==> src/rtl/mem_stage_access.sv <==
// +----------------------------------------------------------------------------+
// | Module : mem_stage_access                                                  |
// | MEM-stage data-memory handshake, front-end stall and MEM/WB register.      |
// | Optional feature macro: MISALIGN_TRAP_EN (adds misalign trap output).      |
// | Rev    : 1.0  initial release                                              |
// +----------------------------------------------------------------------------+
`default_nettype none

module mem_stage_access #(
  parameter int TIMEOUT_CYCLES = 255
) (
  input  logic        clk,
  input  logic        rst,
  input  logic        dm_w_signal_mem,
  input  logic        write_mem,
  input  logic        is_lw_mem,
  input  logic        is_jal_mem,
  input  logic        is_mul_mem,
  input  logic [4:0]  w_addr_mem,
  input  logic [31:0] alu_mem,
  input  logic [31:0] mul_mem,
  input  logic [31:0] npc_mem,
  input  logic [31:0] dm_wdata_mem,
  output logic        dm_req,
  output logic        dm_we,
  output logic [31:0] dm_addr,
  output logic [31:0] dm_wdata,
  input  logic        dm_ack,
  input  logic [31:0] dm_rdata,
  output logic        stall,
  output logic        bus_err,
`ifdef MISALIGN_TRAP_EN
  output logic        misalign,
`endif
  output logic        write_wb,
  output logic [4:0]  w_addr_wb,
  output logic [31:0] wb_data_wb
);

  localparam logic [1:0] c_IDLE = 2'd0;
  localparam logic [1:0] c_WAIT = 2'd1;
  localparam logic [1:0] c_DONE = 2'd2;

  localparam logic [7:0] c_TMO_LAST = 8'(TIMEOUT_CYCLES - 1);

  logic [1:0]  r_state;
  logic [1:0]  w_state_nxt;
  logic [7:0]  r_cnt;
  logic        r_we;
  logic [31:0] r_addr;
  logic [31:0] r_wdata;
  logic [31:0] r_rdata;
  logic        r_bus_err;
  logic        r_misal;
  logic        w_mem_op;
  logic        w_timeout;
  logic        w_misal;
  logic [31:0] w_req_addr;
  logic [31:0] w_wb_data;
  logic        w_wb_we;

  assign w_mem_op  = is_lw_mem | dm_w_signal_mem;
  assign w_timeout = (r_state == c_WAIT) && (r_cnt == c_TMO_LAST);

`ifdef MISALIGN_TRAP_EN
  assign w_misal    = w_mem_op & (alu_mem[1:0] != 2'b00);
  assign w_req_addr = alu_mem;
  assign misalign   = r_misal;
`else
  assign w_misal    = 1'b0;
  assign w_req_addr = {alu_mem[31:2], 2'b00};
`endif

  always_comb begin
    w_state_nxt = r_state;
    case (r_state)
      c_IDLE: if (w_mem_op) w_state_nxt = w_misal ? c_DONE : c_WAIT;
      c_WAIT: if (dm_ack || w_timeout) w_state_nxt = c_DONE;
      c_DONE: w_state_nxt = c_IDLE;
      default: w_state_nxt = c_IDLE;
    endcase
  end

  always_ff @(posedge clk or posedge rst) begin
    if (rst) begin
      r_state   <= c_IDLE;
      r_cnt     <= 8'd0;
      r_we      <= 1'b0;
      r_addr    <= 32'd0;
      r_wdata   <= 32'd0;
      r_rdata   <= 32'd0;
      r_bus_err <= 1'b0;
      r_misal   <= 1'b0;
    end else begin
      r_state   <= w_state_nxt;
      r_bus_err <= 1'b0;
      case (r_state)
        c_IDLE: begin
          if (w_mem_op) begin
            r_we    <= dm_w_signal_mem;
            r_addr  <= w_req_addr;
            r_wdata <= dm_wdata_mem;
            r_rdata <= 32'd0;
            r_cnt   <= 8'd0;
            r_misal <= w_misal;
          end
        end
        c_WAIT: begin
          r_cnt <= r_cnt + 8'd1;
          // A coincident ack beats the timeout.
          if (dm_ack) begin
            r_rdata <= dm_rdata;
          end else if (w_timeout) begin
            r_rdata   <= 32'd0;
            r_bus_err <= 1'b1;
          end
        end
        c_DONE: begin
          r_cnt   <= 8'd0;
          r_misal <= 1'b0;
        end
        default: r_cnt <= 8'd0;
      endcase
    end
  end

  assign dm_req   = (r_state == c_WAIT);
  assign dm_we    = dm_req & r_we;
  assign dm_addr  = r_addr;
  assign dm_wdata = r_wdata;
  assign bus_err  = r_bus_err;

  // Gated by rst so the pipeline unfreezes the instant reset is applied.
  assign stall = ~rst & (((r_state == c_IDLE) & w_mem_op) | (r_state == c_WAIT));

  assign w_wb_data = is_lw_mem  ? r_rdata :
                     is_jal_mem ? npc_mem :
                     is_mul_mem ? mul_mem : alu_mem;
  assign w_wb_we   = write_mem & ~dm_w_signal_mem & ~r_misal;

  always_ff @(posedge clk or posedge rst) begin
    if (rst) begin
      write_wb   <= 1'b0;
      w_addr_wb  <= 5'd0;
      wb_data_wb <= 32'd0;
    end else if (stall) begin
      write_wb   <= 1'b0;
      w_addr_wb  <= 5'd0;
      wb_data_wb <= 32'd0;
    end else begin
      write_wb   <= w_wb_we;
      w_addr_wb  <= w_addr_mem;
      wb_data_wb <= w_wb_data;
    end
  end

endmodule

`default_nettype wire

==> config.mk <==
export PLATFORM = sky130hd
export DESIGN_NAME = mem_stage_access
export DESIGN_NICKNAME = d
export VERILOG_FILES = /design/src/rtl/mem_stage_access.sv
export SDC_FILE = /design/constraint.sdc
export NUM_CORES = 1
export LEC_CHECK = 0
export ABC_AREA = 1
export ABC_CLOCK_PERIOD_IN_PS = 5900
export CELL_PAD_IN_SITES_DETAIL_PLACEMENT = 0
export CELL_PAD_IN_SITES_GLOBAL_PLACEMENT = 1
export CORE_ASPECT_RATIO = 1.5
export CORE_MARGIN = 5
export CORE_UTILIZATION = 27
export DETAILED_ROUTE_END_ITERATION = 16
export GPL_ROUTABILITY_DRIVEN = 1
export GPL_TIMING_DRIVEN = 0
export PLACE_DENSITY = 0.87
export SKIP_CTS_REPAIR_TIMING = 1
export SLEW_MARGIN = 20
export SYNTH_ARGS = -nofsm -noshare
export SYNTH_HDL_FRONTEND = slang
export SYNTH_SLANG_ARGS = --single-unit
==> constraint.sdc <==
create_clock -name clk -period 5.9 [get_ports clk]
set_input_delay 1.18 -clock clk [delete_from_list [all_inputs] [get_ports clk]]
set_output_delay 1.18 -clock clk [all_outputs]
set_load 0.005 [all_outputs]
# Yosys cells after proc, flatten, opt, wreduce, memory -nomap -nowiden
# Cells that the tools add are included.
# Widths: inputs -> output; s select.
[word_totals]
reg_bits = 145
latchBits = 0
ramBits = 0
mem_bits_ro = 0
inputBits = 173
wordCells = 57
memories = 0
[classes]
addsub = 1
multipliers = 0
div = 0
n_lt_le_gt_ge = 0
eq_ne = 6
shifts = 0
mux = 20
bitwise = 10
reduce_logical = 9
[ops]
columns = ["op", "n"]
rows = [
  ["$mux 32", 7],
  ["$pmux 32 s2", 1],
  ["$pmux 8 s2", 1],
  ["$add 8x1->8 const B", 1],
  ["$eq 8x8->1 const B", 1],
  ["$mux 8", 1],
  ["$reduce_and 2->1", 3],
  ["$and 1x1->1", 5],
  ["$mux 1", 5],
  ["$mux 5", 1],
  ["$mux 2", 2],
  ["$pmux 2 s2", 1],
  ["$reduce_bool 2->1", 2],
  ["$ne 3x1->1 const B", 1],
  ["$not 1->1", 3],
  ["$reduce_and 3->1", 1],
  ["$eq 2x1->1 const B", 1],
  ["$eq 2x2->1 const B", 1],
  ["$logic_not 2->1", 1],
  ["$ne 2x1->1 const B", 1],
  ["$ne 2x2->1 const B", 1],
  ["$or 1x1->1", 2],
  ["$pmux 1 s2", 1],
  ["$logic_and 1x1->1", 1],
  ["$logic_or 1x1->1", 1],
]

# Logic depth before layout (Yosys ltp)
[logic_depth]
depth_word = 5
mapped_depth = 10
mapped_depth_nobuf = 9

# Least setup slack after synthesis
# Ideal clock, no wire load.
[synth_path]
path_kind = "input to output"
from = "in rst"
to = "out stall"
arrival_time_ns = 4.889
required_ns = 4.720
path_slack_ns = -0.169
stages = 5
n_path_buf = 2
path_cell_list = "inv_1 > nand3_2 > buf_6 > buf_8 > inv_1"
[synth_via]
elab_chain_len = 2
[synth_rtl]
columns = ["element", "line", "source"]
rows = [
  ["from (decl)", "13", "input logic rst,"],
  ["$not 1->1", "134", "assign stall = ~rst & (((r_state == c_IDLE) & w_mem_op) | (r_state == c_WAIT));"],
  ["$and 1x1->1", "134", ""],
  ["to (decl)", "30", "output logic stall,"],
]
# No other way between the ends.

# Final worst setup path
# Same ends and word-level chain as after synthesis.

==> qor.yml <==
status:
  status: "finished clean"
finish:
  post-route-util_pct: 43.57
  fin_nets: 1264
  area_growth_pct: 58.67
  fill_cells: 2412
  drive_gt1_share_pct: 8.992
sta:
  layout_min_cycle_time_ns: 4.856
  tightestPinTransition_ns: 0.7562
  tns_ns: 0
  hold_viol: 0
  fmax_mhz: 205.9
  finalCritPeriodShare_pct: 82.31
  worst_slack_ns: 1.044
  finalSetupViolations: 0
  finClkSkew_ns: 0.007108
  rsz0062_at_grt: "false"
  slew_headroom_pct: 49.48
  finalMaxSlewViolations: 0
pwr:
  vdd_drop_max_uv: 203.3
  power_leakage_nw: 4.895
  power.total_mw: 4.395
  power.density_nw_per_um2: 423.3
drt:
  wl_um: 24310
  wl_per_cell_um: 17.09
  ant_nets: 0
  num_vias: 6137
  drt_iter0_drc: 541
  drcViolationCount: 0
  via_per_inst: 4.316
  firstDrtPassIters: 5
synthesis:
  syn-cell-area_sq_um: 6543
  synth_edf_count: 0
  ys_seq_area_share_pct: 55.08
  avgSynthCellArea_sq_um: 8.261
  synthTopCellsByArea: "dfrtp_1 55%, nand2_1 13%, o21ai_0 7.4%"
  yosysTopAreaCell: "dfrtp_1"
  synth-seq-cells: 144
  synth_cell_types: 27
  yosysTopAreaCellShare_pct: 55.08
  synthCells: 792
  async_reset_ff_share_pct: 100.0
  yosysWarnings: 0
  ys.flop_type: "dfrtp_1"
placement:
  io_buffer_count: 273
  dpl.hpwl_um: 19940
  gp_congestion: 0.8649
  pre_cts_ws_ns: 0.9687
grt:
  grt_usage_pct: 17.89
  grt_antenna_before_repair: 2
  gr-total-overflow: 0
  grt_first_pass_wirelength_um: 36980
  grt_max_degree: 33
  grt_pass1_vias: 6278
worst_setup_path:
  critPathRequiredTime_ns: 4.72
  cp-end-kind: "primary output"
  cp-start-kind: "primary input"
  critPathSlowestCell: "clkinvlp_4"
  crit_fanout: 32
  crit_family: "buffers and inverters"
  arrival_ns: 3.68
  cpMostUsedCell: "clkdlybuf4s50_1"
  crit_chain: "clkdlybuf4s50_1 > clkinvlp_4 > buf_12 > nand3_2 > buf_6 > buf_8 > inv_1 > clkdlybuf4s50_1"
  cp.buffers_inverters: 7
  worstSetupPathType: "primary input to primary output"
  worst_path_largest_cell_delay_ns: 0.62
floorplan:
  dieArea_sq_um: 27510
  rows: 69
  die_h_um: 200.7
  coreArea_sq_um: 23830
  ioPinCount: 279
  dieWidth_um: 137.1
  initial_core_util_pct: 27.46
clocking:
  cts_made_buffers: 17
  clock-sinks: 144
  cts_tree: "yes"
  clockBufferDepth: 2
  cts.clk_slew.worst_paths_ns: 0.06
  htreeDepth: 4
  clk_latency_ns: 0.42
  clockRootBuffer: "clkbuf_16"
job:
  drv_cap: 0
min_path:
  min-delay-path-class: "register to register"
[layout by cell type (no fill, tap or decap)]
cell             instances
clkdlybuf4s50_1        273
nand2_1                221
dfrtp_1                144
o21ai_0                 97
inv_1                   81
nand3_1                 72
nor2_1                  41
a21oi_1                 33
or2_2                   28
clkbuf_1                22
clkbuf_16               17
buf_2                   12
buf_6                   10
nand2_2                  4
or2_0                    4
buf_1                    4
clkinv_2                 4
clkbuf_8                 4
buf_12                   4
clkinvlp_4               3
o21ai_1                  3
bufinv_16                3
diode_2                  2
inv_2                    2
ha_1                     2
buf_4                    2
conb_1                   2
nor2_4                   1
o21ai_2                  1
nand2_4                  1
nand3_2                  1
buf_8                    1
nor3_1                   1
o22ai_1                  1
o21bai_1                 1
clkinv_4                 1
[final cells by class]
type,count,area (sq um),share of cell area (%)
flip-flops and latches,144,3603,34.71
diodes,2,5.005,0.04821
repair buffers,277,2813,27.09
well taps,319,399.1,3.845
inverters,84,319.1,3.073
plain buffers,51,300.3,2.893
multi-input cells,514,2327,22.42
clock inverters,10,133.9,1.290
clock buffers,21,480.5,4.628
[worst min-delay path: stages, from the launching register on]
cell and delay (ns):
dfrtp_1 0.34, nand2_1 0.05, nand2_1 0.04
[power by group]
part	internal [mW]	total (mW)	switching, mW
registers	1.39	1.59	0.199
logic	0.882	1.68	0.800
clock network	0.705	1.12	0.415
total	2.98	4.39	1.41
[logic make-up (layout without fill, tap and decap cells)]
kind of cell               after synthesis  count (layout)  synth area share, %
buffers and inverters                  135             443                9.409
DFF                                    144             144                55.08
AOI/OAI and AO/OA                      136             136                10.52
and+or+nand+nor                        374             374                24.56
other                                    1               4              0.05732
adders and majority gates                2               2               0.3824
[flip-flops by register name (all words and copies together) (netlist names)]
signal,count
write_wb,1
r_state,2
r_we,1
w_addr_wb,5
dm_wdata,32
dm_addr,30
r_cnt,8
r_rdata,32
bus_err,1
wb_data_wb,32
[cell usage after synthesis, types with 10 or more instances]
library cell,count
dfrtp_1,144
buf_6,10
or2_2,28
nor2_1,41
a21oi_1,33
clkbuf_1,22
buf_2,12
nand2_1,221
nand3_1,72
o21ai_0,97
inv_1,82
[path summary, 6_finish.rpt]
path	start	to	slack, ns	depth (start not counted)
max	rst	stall	1.04	8
min	r_rdata[18]	r_rdata[18]	0.46	2
max reg2reg	r_state[1]	r_rdata[30]	4.43	6
min reg2reg	r_rdata[18]	r_rdata[18]	0.46	2
max in group asynchronous	rst	r_rdata[3]	3.82	4
min in group asynchronous	rst	dm_wdata[4]	1.24	2
[stage by stage]
step                std cells  cell area, sq um  hold slack (ns)
CTS                      1420             10380           0.4680
floorplan                 793              6550           0.4366
finish                   1422             10380           0.4648
global placement         1385              9682           0.4487
detailed placement       1389              9762           0.4530
global route             1422             10380           0.4856
[layer usage]
metal / track usage (%) / share of wire [%] / vias up
met5: 0 / 0 / -
met4: 8.702 / 4.0 / 0
li1: - / - / 3076
met2: 32.32 / 54 / 185
met3: 4.263 / 5.7 / 50
met1: 19.10 / 36 / 2826
Note: power is estimated with default switching activity, not from simulation.
